===== src/rtl/rx_controller.sv =====
`default_nettype none
// ============================================================================
//  Module      : rx_controller
//  Description : USB full-speed receive control unit. Detects packet start,
//                validates the SYNC byte, counts decoded bits, strobes one
//                FIFO write per completed data byte and flags framing errors.
//  Revision    : 1.0  initial release
// ============================================================================
module rx_controller #(
    parameter logic [7:0] SYNC_BYTE = 8'h80
) (
    input  logic       clk,
    input  logic       rst,
    input  logic       d_edge,
    input  logic       eop,
    input  logic       shift_enable,
    input  logic [7:0] rcv_data,
    output logic       rcving,
    output logic       w_enable,
    output logic       r_error
);

    localparam logic [3:0] S_IDLE     = 4'd0;
    localparam logic [3:0] S_SYNC_RCV = 4'd1;
    localparam logic [3:0] S_CHK_SYNC = 4'd2;
    localparam logic [3:0] S_DATA_RCV = 4'd3;
    localparam logic [3:0] S_STORE    = 4'd4;
    localparam logic [3:0] S_EOP_DONE = 4'd5;
    localparam logic [3:0] S_ERR_WAIT = 4'd6;
    localparam logic [3:0] S_ERR_EOP  = 4'd7;
    localparam logic [3:0] S_ERR_IDLE = 4'd8;

    localparam logic [2:0] c_LAST_BIT = 3'd7;

    logic [3:0] r_state;
    logic [3:0] w_next_state;
    logic [2:0] r_bit_cnt;
    logic       w_eop_shift;
    logic       w_byte_done;

    // An EOP-qualified shift always wins over a byte completing on the same bit.
    assign w_eop_shift = shift_enable & eop;
    assign w_byte_done = shift_enable & ~eop & (r_bit_cnt == c_LAST_BIT);

    // State register.
    always_ff @(posedge clk) begin
        if (rst) begin
            r_state <= S_IDLE;
        end else begin
            r_state <= w_next_state;
        end
    end

    // Bit counter: restarts at each SYNC and at the first data bit, wraps per byte.
    always_ff @(posedge clk) begin
        if (rst) begin
            r_bit_cnt <= 3'd0;
        end else if ((w_next_state == S_SYNC_RCV) && (r_state != S_SYNC_RCV)) begin
            r_bit_cnt <= 3'd0;
        end else if (r_state == S_CHK_SYNC) begin
            r_bit_cnt <= 3'd0;
        end else if (shift_enable && ((r_state == S_SYNC_RCV) || (r_state == S_DATA_RCV))) begin
            r_bit_cnt <= r_bit_cnt + 3'd1;
        end
    end

    // Next-state logic.
    always_comb begin
        w_next_state = r_state;
        case (r_state)
            S_IDLE: begin
                if (d_edge) w_next_state = S_SYNC_RCV;
            end
            S_SYNC_RCV: begin
                if (w_eop_shift)      w_next_state = S_ERR_EOP;
                else if (w_byte_done) w_next_state = S_CHK_SYNC;
            end
            S_CHK_SYNC: begin
                if (rcv_data == SYNC_BYTE) w_next_state = S_DATA_RCV;
                else                       w_next_state = S_ERR_WAIT;
            end
            S_DATA_RCV: begin
                if (w_eop_shift) begin
                    if (r_bit_cnt == 3'd0) w_next_state = S_EOP_DONE;
                    else                   w_next_state = S_ERR_EOP;
                end else if (w_byte_done) begin
                    w_next_state = S_STORE;
                end
            end
            S_STORE: begin
                w_next_state = S_DATA_RCV;
            end
            S_EOP_DONE: begin
                if (d_edge) w_next_state = S_IDLE;
            end
            S_ERR_WAIT: begin
                if (w_eop_shift) w_next_state = S_ERR_EOP;
            end
            S_ERR_EOP: begin
                if (d_edge) w_next_state = S_ERR_IDLE;
            end
            S_ERR_IDLE: begin
                if (d_edge) w_next_state = S_SYNC_RCV;
            end
            default: begin
                w_next_state = S_IDLE;
            end
        endcase
    end

    // Moore outputs decoded from the registered state.
    always_comb begin
        rcving   = 1'b0;
        w_enable = 1'b0;
        r_error  = 1'b0;
        case (r_state)
            S_SYNC_RCV, S_CHK_SYNC, S_DATA_RCV, S_EOP_DONE: begin
                rcving = 1'b1;
            end
            S_STORE: begin
                rcving   = 1'b1;
                w_enable = 1'b1;
            end
            S_ERR_WAIT, S_ERR_EOP: begin
                rcving  = 1'b1;
                r_error = 1'b1;
            end
            S_ERR_IDLE: begin
                r_error = 1'b1;
            end
            default: begin
                rcving = 1'b0;
            end
        endcase
    end

endmodule
`default_nettype wire

===== config.mk =====
export PLATFORM = sky130hd
export DESIGN_NAME = rx_controller
export DESIGN_NICKNAME = d
export VERILOG_FILES = /design/src/rtl/rx_controller.sv
export SDC_FILE = /design/constraint.sdc
export NUM_CORES = 1
export LEC_CHECK = 0
export ABC_AREA = 0
export CAP_MARGIN = 20
export CORE_MARGIN = 4
export CORE_UTILIZATION = 39
export DETAILED_ROUTE_END_ITERATION = 7
export PLACE_DENSITY = 0.71
export SLEW_MARGIN = 20
export SYNTH_ARGS = -nofsm -noshare
export SYNTH_HDL_FRONTEND = slang
export SYNTH_SLANG_ARGS = --single-unit
export TNS_END_PERCENT = 50

===== constraint.sdc =====
create_clock -name clk -period 1.3 [get_ports clk]
set_input_delay 0.13 -clock clk [delete_from_list [all_inputs] [get_ports clk]]
set_output_delay 0.13 -clock clk [all_outputs]
set_load 0.01 [all_outputs]

==> flow_metrics.env <==
export IMPL_synth_cell_type_count=33
export IMPL_syn_nets=88
export IMPL_avgSynthCellArea_um2=7.28
export IMPL_routabilityCongestion=0.876
export IMPL_holdPathStages=2
export IMPL_pre_cts_ws_ns=-0.318
export IMPL_ys_warn_count=0
export IMPL_power_leakage_nw=0.389
export IMPL_startpoint_type="flop"
export IMPL_r2r_cells=6
export IMPL_nets=125
export IMPL_power_mw=0.891
export IMPL_final_common_cell="buf_4"
export IMPL_yosysSeqAreaShare_pct=26.7
export IMPL_num_rows=12
export IMPL_cts_sinks=7
export IMPL_track_usage_pct=18.7
export IMPL_synth_top_cell_area_share_pct=26.7
export IMPL_design_area_um2=933
export IMPL_cp_arrival_ns=1.30
export IMPL_tritoncts="done"
export IMPL_viasPerCell=5.25
export IMPL_hold_slack_ns=0.585
export IMPL_cts_path_max_buffers=2
export IMPL_diodes=0
export IMPL_path_class="reg -> out"
export IMPL_area_delta_synth_final_pct=78.0
export IMPL_drt_pass1_iter_count=4
export IMPL_grt_pass1_wl_um=2750
export IMPL_status="complete, but fails checks"
export IMPL_rsz0062_at_grt="yes"
export IMPL_die_height_um=44.7
export IMPL_slowest_delay_ns=0.52
export IMPL_finalSetupViolCount=3
export IMPL_yosys_top_cells_area="dfxtp_1 (27%), nor2_1 (7.9%), ha_1 (7.2%), nand2_1 (7.2%), a21oi_1 (3.8%)"
export IMPL_drt_initial_drc_count=12
export IMPL_root_buffer="clkbuf_4"
export IMPL_fin_skew_ns=0.00146
export IMPL_p_switching_mw=0.298
export IMPL_cts_made_buffers=3
export IMPL_ios=16
export IMPL_violations="negative setup slack"
export IMPL_tightest_slew_ns=0.423
export IMPL_crit_family="simple AND/OR/NAND/NOR gates"
export IMPL_synth_edf_count=0
export IMPL_cp_buffers_inverters=1
export IMPL_final_cell_mix="buf_4 (17), clkdlybuf4s50_1 (12), nand2_1 (10), nor2_1 (10), dfxtp_2 (5)"
export IMPL_place_hpwl_um=1290
export IMPL_finalHoldViolations=0
export IMPL_hold_path_class="in -> reg"
export IMPL_core_area_um2=1190
export IMPL_overflow=0
export IMPL_crit_required_ns=1.17
export IMPL_portBuffers=15
export IMPL_synth_seq_cells=7
export IMPL_power_frac_clock_pct=21.2
export IMPL_slew_violations=0
export IMPL_comb_power_share_pct=49.8
export IMPL_drive_gt1_share_pct=42.6
export IMPL_place_inst=116
export IMPL_critPathMaxFanout=3
export IMPL_p_int_mw=0.593
export IMPL_clk_insertion_delay_late_ns=0.24
export IMPL_dieArea_um2=1990
export IMPL_fmaxAchievable_mhz=700
export IMPL_ys_async_sr_fraction_pct=0
export IMPL_place_area_um2=817
export IMPL_antenna_found_initial=0
export IMPL_cts_clk_slew_worst_paths_ns=0.05
export IMPL_netlist_instances=72
export IMPL_postLayoutSetupSlackWorst_ns=-0.128
export IMPL_slowest_stage="or4_4"
export IMPL_drc=0
export IMPL_end_kind="primary output"
export IMPL_cap_violations=0
export IMPL_wirelength_um=1690
export IMPL_swShare_pct=33.4
export IMPL_vdd_ir_drop_max_mv=0.818
export IMPL_worstSetupPathDepth=3
export IMPL_slew_headroom_pct=71.4
export IMPL_seqPwrFrac_pct=29.0
export IMPL_min_period_ns=1.43
export IMPL_ys_flop_type="dfxtp_1"
export IMPL_syn_cell_area_um2=524
export IMPL_initial_utilization_pct=44.2
export IMPL_finalCritPeriodShare_pct=110
export IMPL_stdcell_count=122
export IMPL_crit_chain="or4_4 > nand2_1 > buf_2"
export IMPL_grt_max_degree=13
export IMPL_p_per_area_nw_per_um2=955
export IMPL_drtAntennaViolNets=0
export IMPL_synth_top_cell_by_area="dfxtp_1"
export IMPL_wl_per_cell_um=13.8
export IMPL_vias=641
export IMPL_grt_pass1_vias=616
export IMPL_htreeDepth=1
export IMPL_die_w_um=44.7
[power groups by stage]
stage / Clock (mW) / Combinational, mW / Sequential [mW]
after floorplan: 0 / 0.179 / 0.258
after global placement: 0 / 0.366 / 0.251
after detailed placement: 0 / 0.373 / 0.255
after CTS: 0.198 / 0.388 / 0.252
after global routing: 0.213 / 0.478 / 0.263
final: 0.189 / 0.444 / 0.259
[cells in the mapped netlist (2+ instances only)]
cell type and count:
nand2_1 10, mux2i_1 2, nor3_1 2, ha_1 3, buf_2 2, a21oi_1 4
dfxtp_1 7, o21a_1 2, and3_1 2, nor2_1 11, o22ai_1 2, inv_1 4
[what timing repair did]
action,in CTS,in global routing
pin swaps,2,3
gates cloned,0,1
endpoints found under the setup margin,5,8
gates resized for setup,18,16
buffers inserted,0,1
hold buffers,0,0
[sequential cells by signal, summed over array words and instances (netlist names)]
name and count:
r_bit_cnt 3, r_state 4
[path summary, 6_finish.rpt]
kind | startpoint | to | slack, ns
max reg2reg | r_bit_cnt[0] | r_state[0] | -0.07
min | rst | r_state[3] | 0.59
max | r_state[1] | r_error | -0.13
min reg2reg | r_state[2] | r_state[3] | 0.64
[worst reg2reg max path, cell delays in order, from the launching register on]
cell and delay, ns:
dfxtp_2 0.35, ha_4 0.14, ha_4 0.14, nand3b_1 0.09, a31oi_1 0.18, nor2_1 0.07, o31a_1 0.30
[logic make-up (layout without fill, tap and decap cells)]
kind of cell	count (synthesis)	count (layout)	share of synthesized area (%)
compound gates	16	16	21.2
xor+xnor	1	1	1.67
fa+ha+maj	3	3	7.16
buf+inv	8	44	6.20
flops	7	7	26.7
mux	2	2	3.82
simple gates	35	35	33.2
[routing by layer]
layer | track usage, % | part of all wire (%)
met5 | 0 | 0
met3 | 2.44 | 2.9
met4 | 7.83 | 1.2
met1 | 23.1 | 44
met2 | 32.1 | 51
[metrics by stage]
stage | setup TNS [ns] | util [%]
finish | -0.228 | 78.7
global route | -0.479 | 78.7
CTS | -0.288 | 71.9
detailed placement | -1.26 | 68.9
global placement | -0.996 | 68.9
floorplan | 0 | -
[cell type report]
class                           count  area (µm²)
Multi-Input combinational cell     57         434
Timing Repair Buffer               35         290
Fill cell                          87         253
Sequential cell                     7         146
Clock buffer                        4        26.3
Inverter                            5        18.8
Tap cell                           14        17.5
No activity file was read; power rests on OpenSTA's default activity.
